[config.mk]
export PLATFORM = sky130hd
export DESIGN_NAME = seq_restoring_divider_flat
export DESIGN_NICKNAME = d
export VERILOG_FILES = /design/src/rtl/div_pkg.sv /design/src/rtl/seq_restoring_divider_if.sv /design/src/rtl/cla_subtractor.sv /design/src/rtl/seq_restoring_divider.sv /design/src/flat_wrapper.sv
export SDC_FILE = /design/constraint.sdc
export NUM_CORES = 1
export LEC_CHECK = 0
export BUFFER_PORTS_ARGS = -buffer_cell sky130_fd_sc_hd__buf_4
export CAP_MARGIN = 20
export CORE_MARGIN = 5
export CORE_UTILIZATION = 45
export CTS_CLUSTER_SIZE = 20
export DETAILED_ROUTE_END_ITERATION = 7
export GPL_TIMING_DRIVEN = 0
export SYNTH_ARGS = -nofsm -noshare
export SYNTH_HDL_FRONTEND = slang
export SYNTH_SLANG_ARGS = --single-unit
[constraint.sdc]
create_clock -name clk -period 2.9 [get_ports clk]
set_input_delay 0.58 -clock clk [delete_from_list [all_inputs] [get_ports clk]]
set_output_delay 0.58 -clock clk [all_outputs]
set_load 0.1 [all_outputs]
[src/rtl/div_pkg.sv]
// Shared types and constants for the sequential restoring divider.
package div_pkg;

    typedef enum logic [2:0] {
        IDLE  = 3'd0,
        CALC  = 3'd1,
        ZERO  = 3'd2,
        FIXUP = 3'd3,
        DONE  = 3'd4
    } state_t;

    localparam int unsigned DIV_WIDTH_DEFAULT = 8;

    // Ceiling log2, used to size the iteration counter (n >= 2).
    function automatic int unsigned clog2(input int unsigned n);
        int unsigned r;
        r = 0;
        for (int unsigned v = n - 1; v > 0; v = v >> 1) begin
            r = r + 1;
        end
        return r;
    endfunction

endpackage

[src/rtl/seq_restoring_divider_if.sv]
// Start/done handshake and operand/result bus of the divider.
interface seq_restoring_divider_if #(
    parameter int unsigned WIDTH = div_pkg::DIV_WIDTH_DEFAULT
);
    logic             start;
    logic [WIDTH-1:0] dividend;
    logic [WIDTH-1:0] divisor;
    logic             busy;
    logic             done;
    logic [WIDTH-1:0] quotient;
    logic [WIDTH-1:0] remainder;
    logic             div_by_zero;

    modport master (
        output start, dividend, divisor,
        input  busy, done, quotient, remainder, div_by_zero
    );

    modport slave (
        input  start, dividend, divisor,
        output busy, done, quotient, remainder, div_by_zero
    );
endinterface

[src/rtl/cla_subtractor.sv]
// N-bit carry-lookahead subtractor: diff = a - b computed as a + ~b + 1.
module cla_subtractor #(
    parameter int unsigned N = 9
) (
    input  logic [N-1:0] a,
    input  logic [N-1:0] b,
    output logic [N-1:0] diff,
    output logic         borrow_out
);
    logic [N-1:0] g;
    logic [N-1:0] p;
    logic [N:0]   c;

    assign g = a & ~b;
    assign p = a ^ ~b;

    // Each carry is expanded from g/p and the carry-in, so no carry depends on another.
    always_comb begin
        logic acc;
        logic pp;
        c    = '0;
        c[0] = 1'b1;
        for (int i = 0; i < int'(N); i++) begin
            acc = 1'b0;
            pp  = 1'b1;
            for (int j = i; j >= 0; j--) begin
                acc = acc | (pp & g[j]);
                pp  = pp & p[j];
            end
            c[i+1] = acc | pp;
        end
    end

    assign diff       = p ^ c[N-1:0];
    assign borrow_out = ~c[N];

endmodule

[src/rtl/seq_restoring_divider.sv]
// Radix-2 restoring divider, one quotient bit per clock.
// Define DIV_SIGNED_EN for two's-complement operands (adds a FIXUP cycle).
module seq_restoring_divider
    import div_pkg::*;
#(
    parameter int unsigned WIDTH = DIV_WIDTH_DEFAULT
) (
    input  logic                  clk,
    input  logic                  rst_n,
    seq_restoring_divider_if.slave bus
);
    localparam int unsigned RW = WIDTH + 1;
    localparam int unsigned CW = clog2(WIDTH);

    state_t           state_q;
    state_t           state_d;
    logic [WIDTH-1:0] dvd_q;
    logic [WIDTH-1:0] dvs_q;
    logic [WIDTH-1:0] quo_q;
    logic [RW-1:0]    rem_q;
    logic [CW-1:0]    cnt_q;
    logic             dbz_q;

    logic             busy_q;
    logic             done_q;
    logic [WIDTH-1:0] quotient_q;
    logic [WIDTH-1:0] remainder_q;
    logic             div_by_zero_q;

    logic [RW-1:0]    r_shift_c;
    logic [RW-1:0]    trial_c;
    logic             borrow_c;
    logic             last_c;

    // Shift the next dividend bit into the partial remainder; its top bit is always 0 here.
    assign r_shift_c = RW'({rem_q, dvd_q[WIDTH-1]});
    assign last_c    = (cnt_q == CW'(WIDTH - 1));

    cla_subtractor #(.N(RW)) u_sub (
        .a          (r_shift_c),
        .b          ({1'b0, dvs_q}),
        .diff       (trial_c),
        .borrow_out (borrow_c)
    );

`ifdef DIV_SIGNED_EN
    logic neg_quo_q;
    logic neg_rem_q;

    function automatic logic [WIDTH-1:0] neg(input logic [WIDTH-1:0] x);
        return ~x + WIDTH'(1);
    endfunction

    function automatic logic [WIDTH-1:0] mag(input logic [WIDTH-1:0] x);
        return x[WIDTH-1] ? neg(x) : x;
    endfunction
`endif

    always_ff @(posedge clk or negedge rst_n) begin
        if (!rst_n) state_q <= IDLE;
        else        state_q <= state_d;
    end

    always_comb begin
        state_d = state_q;
        case (state_q)
            IDLE: begin
                if (bus.start) state_d = (bus.divisor == '0) ? ZERO : CALC;
            end
            CALC: begin
`ifdef DIV_SIGNED_EN
                if (last_c) state_d = FIXUP;
`else
                if (last_c) state_d = DONE;
`endif
            end
            ZERO:    state_d = DONE;
            FIXUP:   state_d = DONE;
            DONE:    state_d = IDLE;
            default: state_d = IDLE;
        endcase
    end

    // Working registers: capture, iterate, and finalise the result.
    always_ff @(posedge clk or negedge rst_n) begin
        if (!rst_n) begin
            dvd_q <= '0;
            dvs_q <= '0;
            quo_q <= '0;
            rem_q <= '0;
            cnt_q <= '0;
            dbz_q <= 1'b0;
`ifdef DIV_SIGNED_EN
            neg_quo_q <= 1'b0;
            neg_rem_q <= 1'b0;
`endif
        end else begin
            case (state_q)
                IDLE: begin
                    if (bus.start) begin
`ifdef DIV_SIGNED_EN
                        dvd_q     <= (bus.divisor == '0) ? bus.dividend : mag(bus.dividend);
                        dvs_q     <= mag(bus.divisor);
                        neg_quo_q <= bus.dividend[WIDTH-1] ^ bus.divisor[WIDTH-1];
                        neg_rem_q <= bus.dividend[WIDTH-1];
`else
                        dvd_q <= bus.dividend;
                        dvs_q <= bus.divisor;
`endif
                        quo_q <= '0;
                        rem_q <= '0;
                        cnt_q <= '0;
                        dbz_q <= 1'b0;
                    end
                end
                CALC: begin
                    rem_q <= borrow_c ? r_shift_c : trial_c;
                    quo_q <= {quo_q[WIDTH-2:0], ~borrow_c};
                    dvd_q <= {dvd_q[WIDTH-2:0], 1'b0};
                    cnt_q <= last_c ? '0 : cnt_q + CW'(1);
                end
                ZERO: begin
                    quo_q <= '1;
                    rem_q <= RW'(dvd_q);
                    dbz_q <= 1'b1;
                end
`ifdef DIV_SIGNED_EN
                // Truncating division: quotient sign from XOR, remainder follows the dividend.
                FIXUP: begin
                    if (neg_quo_q) quo_q <= neg(quo_q);
                    if (neg_rem_q) rem_q <= RW'(neg(rem_q[WIDTH-1:0]));
                end
`endif
                default: ;
            endcase
        end
    end

    // Registered handshake and result outputs; results only move when leaving DONE.
    always_ff @(posedge clk or negedge rst_n) begin
        if (!rst_n) begin
            busy_q        <= 1'b0;
            done_q        <= 1'b0;
            quotient_q    <= '0;
            remainder_q   <= '0;
            div_by_zero_q <= 1'b0;
        end else begin
            busy_q <= (state_d == CALC) || (state_d == ZERO) || (state_d == FIXUP);
            done_q <= (state_q == DONE);
            if (state_q == DONE) begin
                quotient_q    <= quo_q;
                remainder_q   <= rem_q[WIDTH-1:0];
                div_by_zero_q <= dbz_q;
            end
        end
    end

    assign bus.busy        = busy_q;
    assign bus.done        = done_q;
    assign bus.quotient    = quotient_q;
    assign bus.remainder   = remainder_q;
    assign bus.div_by_zero = div_by_zero_q;

endmodule

[src/flat_wrapper.sv]
// flat-port wrapper written by rule: the top's interface ports become plain ports
module seq_restoring_divider_flat import div_pkg::*;
#(
    parameter int unsigned WIDTH = DIV_WIDTH_DEFAULT
)
  (clk, rst_n, bus_start, bus_dividend, bus_divisor, bus_busy, bus_done, bus_quotient, bus_remainder, bus_div_by_zero);
  seq_restoring_divider_if #(.WIDTH(WIDTH)) bus_i ();
  input  logic clk;
  input  logic rst_n;
  input wire logic [$bits(bus_i.start)-1:0] bus_start;
  input wire logic [$bits(bus_i.dividend)-1:0] bus_dividend;
  input wire logic [$bits(bus_i.divisor)-1:0] bus_divisor;
  output wire logic [$bits(bus_i.busy)-1:0] bus_busy;
  output wire logic [$bits(bus_i.done)-1:0] bus_done;
  output wire logic [$bits(bus_i.quotient)-1:0] bus_quotient;
  output wire logic [$bits(bus_i.remainder)-1:0] bus_remainder;
  output wire logic [$bits(bus_i.div_by_zero)-1:0] bus_div_by_zero;
  assign bus_i.start = bus_start;
  assign bus_i.dividend = bus_dividend;
  assign bus_i.divisor = bus_divisor;
  assign bus_busy = bus_i.busy;
  assign bus_done = bus_i.done;
  assign bus_quotient = bus_i.quotient;
  assign bus_remainder = bus_i.remainder;
  assign bus_div_by_zero = bus_i.div_by_zero;
  seq_restoring_divider #(.WIDTH(WIDTH)) u_core (.clk(clk), .rst_n(rst_n), .bus(bus_i));
endmodule
======== After elaboration in Yosys (flattened, before gate mapping) ========
Index checks and enable logic that the tools add are counted.
storage, ports and cells
  register bits after elaboration ......... 58
  bits of input ports ..................... 19
cells by class
  add/sub/neg operators ................... 1
  eq/ne operators ......................... 9
  muxes and demuxes ....................... 16
  bitwise operators ....................... 99
  reduce and logical (&&, ||, !) cells .... 12
operators by type and width
  cell                                                                    count
  1-bit AND                                                               58
  8-bit one-hot mux with 3 select lines                                   2
  1-bit OR                                                                37
  8-bit two-way mux                                                       4
  8-bit one-hot mux with 2 select lines                                   1
  3-bit by 2-bit equality test with 1-bit output (second input constant)  4
  3-bit two-way mux                                                       4
  9-bit AND                                                               1
  8-bit inverter with 9-bit output                                        1
  3-bit one-hot mux with 3 select lines                                   1
  9-bit bitwise XOR                                                       1
  8-bit zero test                                                         1
  2-bit AND reduction                                                     4
  8-bit bitwise XOR                                                       1
  3-bit by 1-bit equality test with 1-bit output (second input constant)  2
  3-bit equality test (second input constant)                             2
  3-bit one-hot mux with 2 select lines                                   1
  2-bit nonzero test                                                      2
  3-bit by 1-bit adder with 3-bit output (second input constant)          1
  3-bit zero test                                                         1
  3-bit nonzero test                                                      1
  1-bit logical OR                                                        2
  2-bit two-way mux                                                       1
  2-bit != test (second input constant)                                   1
  3 further kinds                                                         3

======== Longest topological paths before layout ========
  depth in word-level cells ............... 14
  mapped depth ............................ 7
  mapped depth without buffers ............ 7

======== Modules after synthesis ========
A second synthesis with hierarchy kept.
second synthesis, totals
  cell total of the unflattened synthesis .. 247
  area, all modules ....................... 2,914.0 µm²
by module, submodules not included
  module                 instances  cells an instance  area each (µm²)
  seq_restoring_divider  1          189                2,493.6
  cla_subtractor         1          58                 420.4

======== Worst setup path before layout ========
OpenSTA, ideal clock, no wires.
  kind .................................... register to register
  start ................................... register u_core.rem_q[0]
  end ..................................... register u_core.rem_q[0]
  setup time .............................. 0.081 ns
  arrival time ............................ 1.907 ns
  data required time ...................... 2.819 ns
  path slack .............................. 0.913 ns
  cell stages (with the launch flop) ...... 7
  buffers on the path ..................... 0
  clock period less this slack ............ 1.987 ns
  cells stage by stage .................... dfrtp_1 > ha_1 > o21ai_1 > a22o_1 > a211oi_4 > mux2_4 > o22ai_2
between the ends
  longest elaborated chain between the ends .. 7
RTL lines
  element                                         RTL line                                    text
  start, declared                                 seq_restoring_divider.sv:20                 logic [RW-1:0] rem_q;
  start signal, assigned                          seq_restoring_divider.sv:117                rem_q <= borrow_c ? r_shift_c : trial_c;
  start signal, assigned                          seq_restoring_divider.sv:124                rem_q <= RW'(dvd_q);
  9-bit AND or 9-bit bitwise XOR (tied branches)  cla_subtractor.sv:14, cla_subtractor.sv:15
  1-bit AND, on equally long branches             cla_subtractor.sv:27, cla_subtractor.sv:28
  1-bit OR or 1-bit AND (tied branches)           cla_subtractor.sv:27                        acc = acc | (pp & g[j]);
  1-bit OR                                        cla_subtractor.sv:27
  1-bit OR (*)                                    cla_subtractor.sv:30                        c[i+1] = acc | pp;
  8-bit two-way mux (*)                           seq_restoring_divider.sv:117
  8-bit one-hot mux with 3 select lines (*)       seq_restoring_divider.sv:98                 case (state_q)
Every way passes the cells marked *; elsewhere a longest branch is shown, timed or not.
A chain may end at the register's enable or synchronous reset.

======== Worst setup path after layout ========
  start ................................... register u_core.dvd_q[7]
  end ..................................... register u_core.rem_q[0]
between the ends
  longest elaborated chain between the ends .. 6
RTL lines
  element                                    RTL line                      text
  start, declared                            seq_restoring_divider.sv:17   logic [WIDTH-1:0] dvd_q;
  start signal, assigned                     seq_restoring_divider.sv:107  dvd_q <= bus.dividend;
  start signal, assigned                     seq_restoring_divider.sv:119  dvd_q <= {dvd_q[WIDTH-2:0], 1'b0};
  9-bit AND                                  cla_subtractor.sv:14          assign g = a & ~b;
  1-bit AND                                  cla_subtractor.sv:27
  1-bit OR                                   cla_subtractor.sv:27
  1-bit OR                                   cla_subtractor.sv:30
  8-bit two-way mux (*)                      seq_restoring_divider.sv:117
  8-bit one-hot mux with 3 select lines (*)  seq_restoring_divider.sv:98
Marked as above.

==> impl_metrics.ini <==
[status]
outcome = complete, no violations

[layout]
mostFrequentLayoutCells = dfrtp_1, buf_4, nand2_1
fin_nets = 338
antenna_cells = 0
area_delta_synth_final_pct = 21.4
layout_commonest_cell = dfrtp_1
drive_gt1_share_pct = 25.2
nFillCells = 562

[timing]
maxSlewHeadroom_pct = 50.2
period_share_pct = 79.3
worst_slew_pin_slew_ps = 747
post-route-min-period_ps = 2300
setup-violations-final = 0
fin_skew_ps = 8.41
fmax_ghz = 0.435
final_hold_viol_count = 0
fin_tns_setup_ps = 0
report.final.slew_viol_count = 0
rsz0062_at_grt = false

[critical_path]
r2r_end = u_core.rem_q[0]$_DFFE_PN0P_
crit_type = reg2reg
r2r_start = u_core.dvd_q[7]$_DFFE_PN0P_
required_ps = 3140
startpoint_type = register
rr_worst_depth = 6
max_stage_delay_ps = 510
cp_cell_sequence = ha_1 -> o21ai_1 -> a22o_1 -> a211oi_4 -> mux2_4 -> o22ai_2
crit_path_end_kind = register
path_max_fanout = 9
slowest_stage = a211oi_4
r2r_slack_ps = 600
cp-startpoint = u_core.dvd_q[7]$_DFFE_PN0P_
cp.arrival_ps = 2540

[synthesis]
ys_types = 40
yosysTopAreaCellShare_pct = 52.6
yosysWarnings = 0
synth_area_sq_um = 2760
synth_fp_nets = 290
ys_seq_elements = 58
netlist_top_cells_area = dfrtp_1, mux2_2, ha_1, nand2_1, mux2i_1
synth.avg_cell_area_sq_um = 10.6
syn_inst = 260
synth_seq_area_share_pct = 52.6
synth_top_area_cell = dfrtp_1

[detailed_routing]
wire_per_inst_um = 15.5
antenna_left = 0
via_per_inst = 5.29
drc = 0
routed_wl_um = 6000
drt-initial-drc-count = 128
vias = 2052
drt_first_pass_iters = 4

[clock_tree]
cts_setup_buffers = 0
hold_buffers = 0
root_buffer = clkbuf_8
cts_resized = 0
cts_tree = built
path_clk_slew_ps = 70
clkSinkCount = 58
clk_path_buf_depth = 2
htreeDepth = 3
cts_made_buffers = 9
clkLatencyLatePin_ps = 330

[job]
drv_cap = 0

[die]
die_h_um = 88.3
start_util_pct = 46.3
io_pins = 38
dieArea_sq_um = 7800
core_area_sq_um = 5960
fp.dieW_um = 88.3
rows = 28

[place]
port_buffers = 37
dpl.hpwl_um = 4230
gp_congestion = 0.821

[global_routing]
antenna_found_initial = 0
grt_pass1_vias = 2049
grt_max_degree = 59
grt-ovfl-total = 0
grt_usage_pct = 16.9
grt_pass1_wl_um = 10000

[worst_hold_path]
hp-class = in2async
==> final cells by class <==
type	instances	area, sq um	share of cell area (%)
Tap cell	75	93.8	2.80
Timing Repair Buffer	37	278	8.29
Clock buffer	11	141	4.22
Clock inverter	5	77.6	2.32
Buffer	12	48.8	1.46
Inverter	14	52.6	1.57
Multi-Input combinational cell	176	1210	36.0
Sequential cell	58	1450	43.3
==> registers in the layout, summed over array words and instances (netlist names), 3 cells and up <==
register and cells:
u_core.cnt_q 3, u_core.quo_q 8, u_core.dvd_q 8, u_core.bus.remainder 8, u_core.dvs_q 8, u_core.bus.quotient 8, u_core.rem_q 8, u_core.state_q 3
==> worst max-delay path: cells and delay by family (launching register included) <==
family | cells | cell delay (ps)
flops | 1 | 460
compound gates | 4 | 1060
fa+ha+maj | 1 | 350
mux | 1 | 350
==> cells by family (layout without fill, tap and decap cells) <==
family / Yosys count / in the layout / synth area share [%]
AO/OA/AOI/OAI: 57 / 57 / 13.8
XOR/XNOR: 4 / 4 / 1.27
adder cells (fa/ha/maj): 11 / 11 / 4.99
buffers and inverters: 26 / 79 / 3.67
flip-flops: 58 / 58 / 52.6
multiplexers: 30 / 30 / 11.8
AND/OR/NAND/NOR: 74 / 74 / 11.8
==> how the worst max path moves through the flow <==
stage	to	cells past startpoint
after floorplan	u_core.rem_q[0]$_DFFE_PN0P_	6
after global placement	u_core.rem_q[0]$_DFFE_PN0P_	6
after detailed placement	u_core.rem_q[0]$_DFFE_PN0P_	6
after CTS	u_core.rem_q[0]$_DFFE_PN0P_	6
after global routing	u_core.rem_q[0]$_DFFE_PN0P_	6
final	u_core.rem_q[0]$_DFFE_PN0P_	6
==> cell usage after synthesis <==
cell type and count:
xnor2_1 2, nand4_1 1, xor2_1 2, o211ai_1 1, a222oi_1 2, mux2_2 17
o22a_2 2, ha_1 11, inv_1 14, or3_4 1, nor3b_1 2, a221o_1 1
o22ai_2 1, o21ai_0 23, nor4_1 1, or2_1 1, and3_1 1, a211oi_2 1
buf_2 3, a21o_1 2, a31o_1 1, buf_1 1, a22o_1 2, dfrtp_1 58
mux2i_1 12, o21a_1 1, nor2_1 19, a211o_1 1, o22ai_1 9, clkbuf_1 8
o21ai_1 2, nand3_1 3, a21oi_1 6, a211oi_4 1, nor3_1 6, a221oi_1 1
and2_1 3, nor2b_1 2, mux2_4 1, nand2_1 34
==> metrics by stage <==
stage	utilization [%]	cells	hold WS (ps)	cell area (sq um)	setup slack (ps)
floorplan	-	260	284	2760	913
global placement	52.6	372	464	3130	656
detailed placement	52.6	372	467	3130	655
CTS	56.2	388	332	3350	606
global route	56.2	388	372	3350	514
finish	56.2	388	303	3350	601
==> metal layers <==
layer,GRT usage [%],wire [um],up-vias
li1,-,-,1009
met1,24.3,3060,994
met2,24.9,2640,40
met3,2.98,199,9
met4,7.83,97,0
met5,0,0,-
Power is left out: the tool's default activity adds up to more than one toggle a clock period on the data nets, which glitch-free logic cannot reach.
